==> src/rtl/pipe_hazard_ctrl.sv <==
// Pipeline control unit for the 16-bit pipelined core.
// It is the only source of the PC, IF/ID and ID/EX enable and flush controls.
// It resolves load-use hazards, taken-branch flushes and multi-cycle execute
// operations, and it keeps saturating stall and flush performance counters.
module pipe_hazard_ctrl #(
  parameter int REG_ADDR_W  = 4,
  parameter int MC_TIMEOUT  = 64,
  parameter int INIT_CYCLES = 2
) (
  input  logic                  clk,
  input  logic                  reset,
  input  logic                  id_valid,
  input  logic [REG_ADDR_W-1:0] id_rs1,
  input  logic [REG_ADDR_W-1:0] id_rs2,
  input  logic                  id_uses_rs1,
  input  logic                  id_uses_rs2,
  input  logic                  ex_valid,
  input  logic                  ex_mem_read,
  input  logic [REG_ADDR_W-1:0] ex_rd,
  input  logic                  ex_branch_taken,
  input  logic                  ex_mc_start,
  input  logic                  mc_done,
  output logic                  pc_write,
  output logic                  if_id_write,
  output logic                  if_id_flush,
  output logic                  id_ex_flush,
  output logic                  ex_hold,
  output logic                  mc_go,
  output logic                  mc_timeout,
  output logic [15:0]           stall_cycles,
  output logic [15:0]           flush_events
);

  localparam int WaitW = (MC_TIMEOUT > 1) ? $clog2(MC_TIMEOUT) : 1;
  localparam int InitW = (INIT_CYCLES > 1) ? $clog2(INIT_CYCLES) : 1;
  localparam logic [WaitW-1:0] WaitLast = WaitW'(MC_TIMEOUT - 1);
  localparam logic [InitW-1:0] InitLast = InitW'(INIT_CYCLES - 1);

  typedef enum logic [1:0] {
    INIT    = 2'd0,
    RUN     = 2'd1,
    MC_WAIT = 2'd2
  } state_t;

  state_t           state_q, state_d;
  logic [InitW-1:0] initCnt_q;
  logic [WaitW-1:0] waitCnt_q;
  logic             timeout_q;
  logic [15:0]      stallCnt_q;
  logic [15:0]      flushCnt_q;

  logic mcStart;
  logic branchTaken;
  logic loadUse;
  logic waitExpired;
  logic branchFlush;

  // Register 0 is hard-wired to zero, so a load into it can never create a hazard.
  assign mcStart     = ex_valid & ex_mc_start;
  assign branchTaken = ex_valid & ex_branch_taken;
  assign loadUse     = id_valid & ex_valid & ex_mem_read & (ex_rd != '0) &
                       ((id_uses_rs1 & (id_rs1 == ex_rd)) |
                        (id_uses_rs2 & (id_rs2 == ex_rd)));
  assign waitExpired = (waitCnt_q == WaitLast);
  assign branchFlush = (state_q == RUN) & ~mcStart & branchTaken;

  assign mc_timeout   = timeout_q;
  assign stall_cycles = stallCnt_q;
  assign flush_events = flushCnt_q;

  // State register; reset always lands in INIT.
  always_ff @(posedge clk or posedge reset) begin
    if (reset) state_q <= INIT;
    else       state_q <= state_d;
  end

  // Next-state logic: INIT times out, RUN enters MC_WAIT on a multi-cycle op,
  // and MC_WAIT leaves on done or on the timeout cycle.
  always_comb begin
    state_d = state_q;
    case (state_q)
      INIT:    if (initCnt_q == InitLast) state_d = RUN;
      RUN:     if (mcStart) state_d = MC_WAIT;
      MC_WAIT: if (mc_done || waitExpired) state_d = RUN;
      default: state_d = INIT;
    endcase
  end

  // Output logic; priority in RUN is multi-cycle start, branch, load-use, normal.
  always_comb begin
    pc_write    = 1'b0;
    if_id_write = 1'b0;
    if_id_flush = 1'b0;
    id_ex_flush = 1'b0;
    ex_hold     = 1'b0;
    mc_go       = 1'b0;
    case (state_q)
      RUN: begin
        if (mcStart) begin
          mc_go   = 1'b1;
          ex_hold = 1'b1;
        end else if (branchTaken) begin
          pc_write    = 1'b1;
          if_id_write = 1'b1;
          if_id_flush = 1'b1;
          id_ex_flush = 1'b1;
        end else if (loadUse) begin
          id_ex_flush = 1'b1;
        end else begin
          pc_write    = 1'b1;
          if_id_write = 1'b1;
        end
      end
      MC_WAIT: begin
        if (mc_done || waitExpired) begin
          pc_write    = 1'b1;
          if_id_write = 1'b1;
        end else begin
          ex_hold = 1'b1;
        end
      end
      default: begin
        if_id_flush = 1'b1;
        id_ex_flush = 1'b1;
      end
    endcase
  end

  // Init counter measures the flush window after reset release.
  always_ff @(posedge clk or posedge reset) begin
    if (reset)                                         initCnt_q <= '0;
    else if (state_q == INIT && initCnt_q != InitLast) initCnt_q <= initCnt_q + 1'b1;
  end

  // Wait counter restarts on each multi-cycle start and counts held wait cycles.
  always_ff @(posedge clk or posedge reset) begin
    if (reset)
      waitCnt_q <= '0;
    else if (state_q == RUN && mcStart)
      waitCnt_q <= '0;
    else if (state_q == MC_WAIT && !mc_done && !waitExpired)
      waitCnt_q <= waitCnt_q + 1'b1;
  end

  // Sticky timeout flag; a done on the final wait cycle wins over the timeout.
  always_ff @(posedge clk or posedge reset) begin
    if (reset)
      timeout_q <= 1'b0;
    else if (state_q == MC_WAIT && !mc_done && waitExpired)
      timeout_q <= 1'b1;
  end

  // Stall counter counts every non-INIT cycle in which the PC is frozen.
  always_ff @(posedge clk or posedge reset) begin
    if (reset)
      stallCnt_q <= '0;
    else if (state_q != INIT && !pc_write && stallCnt_q != 16'hFFFF)
      stallCnt_q <= stallCnt_q + 16'd1;
  end

  // Flush counter counts taken-branch flushes.
  always_ff @(posedge clk or posedge reset) begin
    if (reset)
      flushCnt_q <= '0;
    else if (branchFlush && flushCnt_q != 16'hFFFF)
      flushCnt_q <= flushCnt_q + 16'd1;
  end

endmodule

==> config.mk <==
export PLATFORM = sky130hd
export DESIGN_NAME = pipe_hazard_ctrl
export DESIGN_NICKNAME = d
export VERILOG_FILES = /design/src/rtl/pipe_hazard_ctrl.sv
export SDC_FILE = /design/constraint.sdc
export NUM_CORES = 1
export LEC_CHECK = 0
export BUFFER_PORTS_ARGS = -buffer_cell sky130_fd_sc_hd__buf_2
export CORE_MARGIN = 2
export CORE_UTILIZATION = 44
export DETAILED_ROUTE_END_ITERATION = 16
export GPL_TIMING_DRIVEN = 0
export PLACE_DENSITY = 0.71
export SLEW_MARGIN = 20
export SYNTH_ARGS = -nofsm -noshare
export SYNTH_HDL_FRONTEND = slang
export SYNTH_SLANG_ARGS = --single-unit
==> constraint.sdc <==
create_clock -name clk -period 2.3 [get_ports clk]
set_input_delay 0.46 -clock clk [delete_from_list [all_inputs] [get_ports clk]]
set_output_delay 0.46 -clock clk [all_outputs]
set_load 0.01 [all_outputs]
== After elaboration in Yosys (flattened, before gate mapping) ==
Index checks and enable logic that the tools add are counted.

* Flip-flop bits (word level): 42
* Bits of input ports: 22
* Output and inout port bits: 39
* Word-level logic and storage cells: 72

* Add/subtract/negate cells: 4
* Equality and inequality tests: 10
* Muxes and demuxes: 22
* Bitwise operators: 13
* Reductions and logical operators: 17

{| class="wikitable"
|+ Operator list
! kind !! count
|-
| 16-bit by 1-bit adder with 16-bit output, second input constant || 2
|-
| 16-bit inequality test, second input constant || 2
|-
| 1-bit two-way mux || 12
|-
| 6-bit two-way mux || 2
|-
| 1-bit AND || 10
|-
| 4-bit == test || 2
|-
| 1-bit logical AND || 8
|-
| 1-bit one-hot mux with 2 select lines || 4
|-
| 6-bit by 1-bit adder with 6-bit output, second input constant || 1
|-
| 6-bit == test, second input constant || 1
|-
| 2-bit two-way mux || 3
|-
| 2-bit inequality test, second input constant || 3
|-
| 2-bit one-hot mux with 3 select lines || 1
|-
| 2-bit nonzero test || 2
|-
| 4-bit nonzero test || 1
|-
| 1-bit logical NOT || 3
|-
| 3-bit AND reduction || 1
|-
| 2-bit by 1-bit == test with 1-bit output, second input constant || 1
|-
| 2-bit == test, second input constant || 1
|-
| 2-bit logical NOT || 1
|-
| 1-bit NOT || 2
|-
| 1-bit adder, second input constant || 1
|-
| 1-bit logical OR || 1
|-
| 1-bit OR || 1
|}

== Longest topological paths before layout ==
* Depth in word-level cells: 11
* Depth in mapped cells: 8
* Mapped depth without buffers: 8

== Worst setup path before layout ==
OpenSTA, ideal clock, no wires.

* Path type: register to register
* Start: register state_q[0]
* End: register stallCnt_q[7] (netlist: stall_cycles[7])
* Setup time: 126 ps
* Data arrival time: 1857 ps
* Data required time: 2174 ps
* Slack: 317 ps
* Stages on the path, launching flop included: 9
* Path buffers: 0
* Period minus slack after synthesis: 1983 ps
* Path through: dfrtp_1 > inv_1 > ha_1 > nand3_1 > o211ai_4 > a221o_2 > nor3b_4 > nand4_1 > xnor2_1

* Word-level cells in the longest chain between the ends: 5
* Elaborated cells between the ends (all ways): 7
* Those cells by class: eq/ne: 2; mux: 1; reduce/logical: 4

{| class="wikitable"
|+ Ends and longest elaborated chain
! item !! line !! text
|-
| start: declaration || 45 || <nowiki>state_t state_q, state_d;</nowiki>
|-
| start signal: assignment || 74 || <nowiki>else state_q <= state_d;</nowiki>
|-
| 2-bit == test or 2-bit by 1-bit == test with 1-bit output (tied branches) || 97 || <nowiki>case (state_q)</nowiki>
|-
| 1-bit one-hot mux with 2 select lines || 97 ||
|-
| 1-bit logical NOT || 157 || <nowiki>else if (state_q != INIT && !pc_write && stallCnt_q != 16'hFFFF)</nowiki>
|-
| 1-bit logical AND * (2 in series) || 157 ||
|-
| end signal: assignment || 158 || <nowiki>stallCnt_q <= stallCnt_q + 16'd1;</nowiki>
|-
| end: declaration || 49 || <nowiki>logic [15:0] stallCnt_q;</nowiki>
|}

Mark *: on every way between the ends. The rest lies on a longest branch, timed or not.
A chain may end at the register's enable or synchronous reset.

== Worst setup path in the final report ==
* Start: register state_q[1]
* End: output ex_hold

* Word-level cells in the longest chain between the ends: 2
* Elaborated cells between the ends (all ways): 3
* Those cells by class: eq/ne: 2; mux: 1

{| class="wikitable"
|+ Ends and longest elaborated chain
! item !! line !! text
|-
| 2-bit == test or 2-bit by 1-bit == test with 1-bit output (tied branches) || 97 ||
|-
| 1-bit one-hot mux with 2 select lines * || 97 ||
|-
| end: declaration || 27 || <nowiki>output logic ex_hold,</nowiki>
|}

Marked as above.

==> results_dict.tcl <==
set metrics [dict create \
    max-vdd-ir-drop_v 0.0004394 \
    coreArea_um2 5075 \
    wire_per_inst_um 12.75 \
    nets 322 \
    crit_top_cell "buf_4" \
    fmax_mhz 451.9 \
    overflow 0 \
    clock_skew_ns 0.009541 \
    swShare_pct 36.07 \
    fin_util_pct 56.07 \
    yosysTopAreaCell "dfrtp_1" \
    worstPathBufferInverterCount 3 \
    drc_errors 0 \
    syn_area_um2 2291 \
    synthDistinctLibCells 41 \
    slew_headroom_pct 67.33 \
    outcome "completed" \
    tightest_slew_ns 0.4863 \
    synth_top_area_share_pct 45.88 \
    grt_pass1_vias 1823 \
    endpoint_kind "output pin" \
    cts_tree "yes" \
    port-buffer-count 60 \
    yosysMostFrequentCell "dfrtp_1" \
    critPathLaunchType "flop" \
    synthFlopType "dfrtp_1" \
    antenna_cells 0 \
    post_synth_main_area_contributors "dfrtp_1 (46%), xnor2_1 (11%), nand3_1 (4.6%), ha_1 (4.4%), nand4_1 (4.1%)" \
    rows 26 \
    combPwrFrac_pct 37.4 \
    rrSetupSlack_ns 0.15 \
    intPower_mw 1.646 \
    r2r-end "stall_cycles[15]$_DFFE_PP0P_" \
    first_pass_iters 4 \
    dieWidth_um 76.16 \
    ant_nets 0 \
    gp_congestion 0.7315 \
    hpwlAfterDp_mm 3.476 \
    clock_sinks 42 \
    fill_cells 482 \
    crit_fanout 7 \
    io_pins 61 \
    vias_per_cell 5.129 \
    drv_cap 0 \
    clock_latency_ns 0.30 \
    grt_pass1_wl_mm 8.335 \
    syn_area_per_cell_um2 10.23 \
    path_cells "buf_4 > ha_4 > nor2b_4 > nor2b_2 > buf_4 > o21a_1 > buf_2" \
    area_growth_pct 24.19 \
    antenna_found_initial 0 \
    cp_slowest_cell "dfrtp_1" \
    yosys_warnings 0 \
    ctsHoldBuffers 0 \
    ctsHtreeMaxLevel 2 \
    synth_nets 254 \
    drt_wl_total_mm 4.627 \
    ys_ff_latch 42 \
    worstPathArrival_ns 1.75 \
    r2r-start "state_q[1]$_DFFE_PP0P_" \
    die-area_um2 5800 \
    die_y_um 76.16 \
    finalCritPeriodShare_pct 96.21 \
    synth_seq_area_share_pct 45.88 \
    period_minus_slack_ns 2.213 \
    power_frac_clock_pct 22.4 \
    cts.clk_slew.worst_paths_ns 0.08 \
    max_stage_delay_ns 0.39 \
    sequentialPowerShare_pct 40.2 \
    async_flop_share_pct 100.0 \
    synth_edf_count 0 \
    finalMaxSlewViolations 0 \
    finalHoldViolations 0 \
    setup_violations 0 \
    p_per_area_nw_per_um2 905.1 \
    crit_family "buffers and inverters" \
    rr_worst_depth 8 \
    drive_gt1_share_pct 32.76 \
    p_leak_nw 1.358 \
    track_usage_pct 17.60 \
    grt_max_degree 31 \
    initial_utilization_pct 45.14 \
    clock_path_buffers 2 \
    p_switching_uw 928.9 \
    synth_commonest_cells "dfrtp_1 (42), xnor2_1 (28), nand2_1 (21), nand3_1 (21), nor2_1 (16)" \
    numCtsBuffers 5 \
    hp-class "input port to async pin" \
    critPathKind "flop to output pin" \
    initialDrtViolationCount 70 \
    finalSetupTns_ns 0 \
    syn_inst 224 \
    num_vias 1862 \
    required_ns 1.84 \
    root_buffer "clkbuf_8" \
]
[metal layers]
layer	vias up	global-route usage [%]	routed length, um
met2	50	29.29	2284
met5	-	0	0
met4	0	5.636	56
met1	888	22.57	2080
li1	919	-	-
met3	5	4.502	206
[cell families after synthesis]
group | after synthesis | synth area share, %
adder cells (fa/ha/maj) | 8 | 4.369
multiplexers | 5 | 2.403
AO/OA/AOI/OAI | 14 | 5.025
buffers and inverters | 12 | 2.185
flip-flops | 42 | 45.88
XOR/XNOR | 38 | 14.53
AND/OR/NAND/NOR | 105 | 25.62
[area by class of cell]
| cell class | count | area [um2] | share of cell area, % |
|---|---|---|---|
| multi-input cells | 170 | 1221 | 42.92 |
| flip-flops and latches | 42 | 1052 | 36.98 |
| repair buffers | 62 | 327.8 | 11.52 |
| well taps | 70 | 87.58 | 3.078 |
| clock buffers | 7 | 76.32 | 2.682 |
| clock inverters | 1 | 30.03 | 1.055 |
| inverters | 8 | 30.03 | 1.055 |
| plain buffers | 3 | 20.02 | 0.7036 |
[worst reg2reg max path: stages, from the launching register on]
cell	delay, ns
dfrtp_1	0.39
buf_4	0.15
ha_4	0.17
nand3_1	0.13
o211ai_4	0.10
a221o_2	0.44
nor3b_4	0.35
nand4_1	0.16
xnor2_1	0.15
[metrics by stage]
step / worst slack [ns] / cells / power (mW) / cell area (um2) / hold slack (ns)
2_1_floorplan: 0.3167 / 224 / 1.664 / 2291 / 0.4396
3_3_place_gp: 0.1013 / 354 / 1.952 / 2679 / 0.4351
3_5_place_dp: 0.08202 / 355 / 1.969 / 2699 / 0.4334
4_1_cts: 0.01464 / 362 / 2.565 / 2815 / 0.1115
5_1_grt: -0.001932 / 363 / 2.772 / 2845 / 0.1108
6_report: 0.08728 / 363 / 2.575 / 2845 / 0.1059
[power by group through the flow]
stage          combinational (mW)  clock, mW  sequential (mW)
6_report                    0.963      0.576             1.04
2_1_floorplan               0.598          0             1.07
3_5_place_dp                0.923          0             1.05
3_3_place_gp                0.905          0             1.05
5_1_grt                      1.07      0.632             1.07
4_1_cts                     0.937      0.594             1.03
[flip-flops by register name (all words and copies together), names as in the netlist]
name	cells
waitCnt_q	6
mc_timeout	1
initCnt_q	1
flush_events	16
state_q	2
stall_cycles	16
[worst max path at each step]
stage                                       from                           end  slack [ns]  cells after the start
after floorplan           state_q[0]$_DFFE_PP0P_   stall_cycles[7]$_DFFE_PP0P_        0.32                      8
after global placement    state_q[0]$_DFFE_PP0P_                       ex_hold        0.10                      7
after detailed placement  state_q[0]$_DFFE_PP0P_  stall_cycles[15]$_DFFE_PP0P_        0.08                      8
after CTS                 state_q[0]$_DFFE_PP0P_                       ex_hold        0.01                      7
after global routing      state_q[1]$_DFFE_PP0P_                      pc_write      -0.002                      7
final                     state_q[1]$_DFFE_PP0P_                       ex_hold        0.09                      7
[cells in the final DEF, fill, tap and decap left out, drive strengths merged, types with 2 or more instances in the layout]
cell,synthesis,layout
a21oi,2,2
and3,5,5
nor2,16,16
o21a,4,4
xor2,10,10
nor3,11,11
nand4b,2,2
ha,8,8
clkbuf,2,7
inv,8,8
or2,2,2
nor2b,3,3
and4,2,2
nand2,21,21
nand4,16,16
dfrtp,42,42
xnor2,28,28
mux2,4,4
a21o,2,2
buf,2,65
nand3,22,22
[what timing repair did]
action	4_1_cts	5_1_grt
endpoints found under the setup margin	1	10
resized for setup	5	7
setup buffers	0	1
pin swaps	0	2
(Power assumes the default switching activity.)
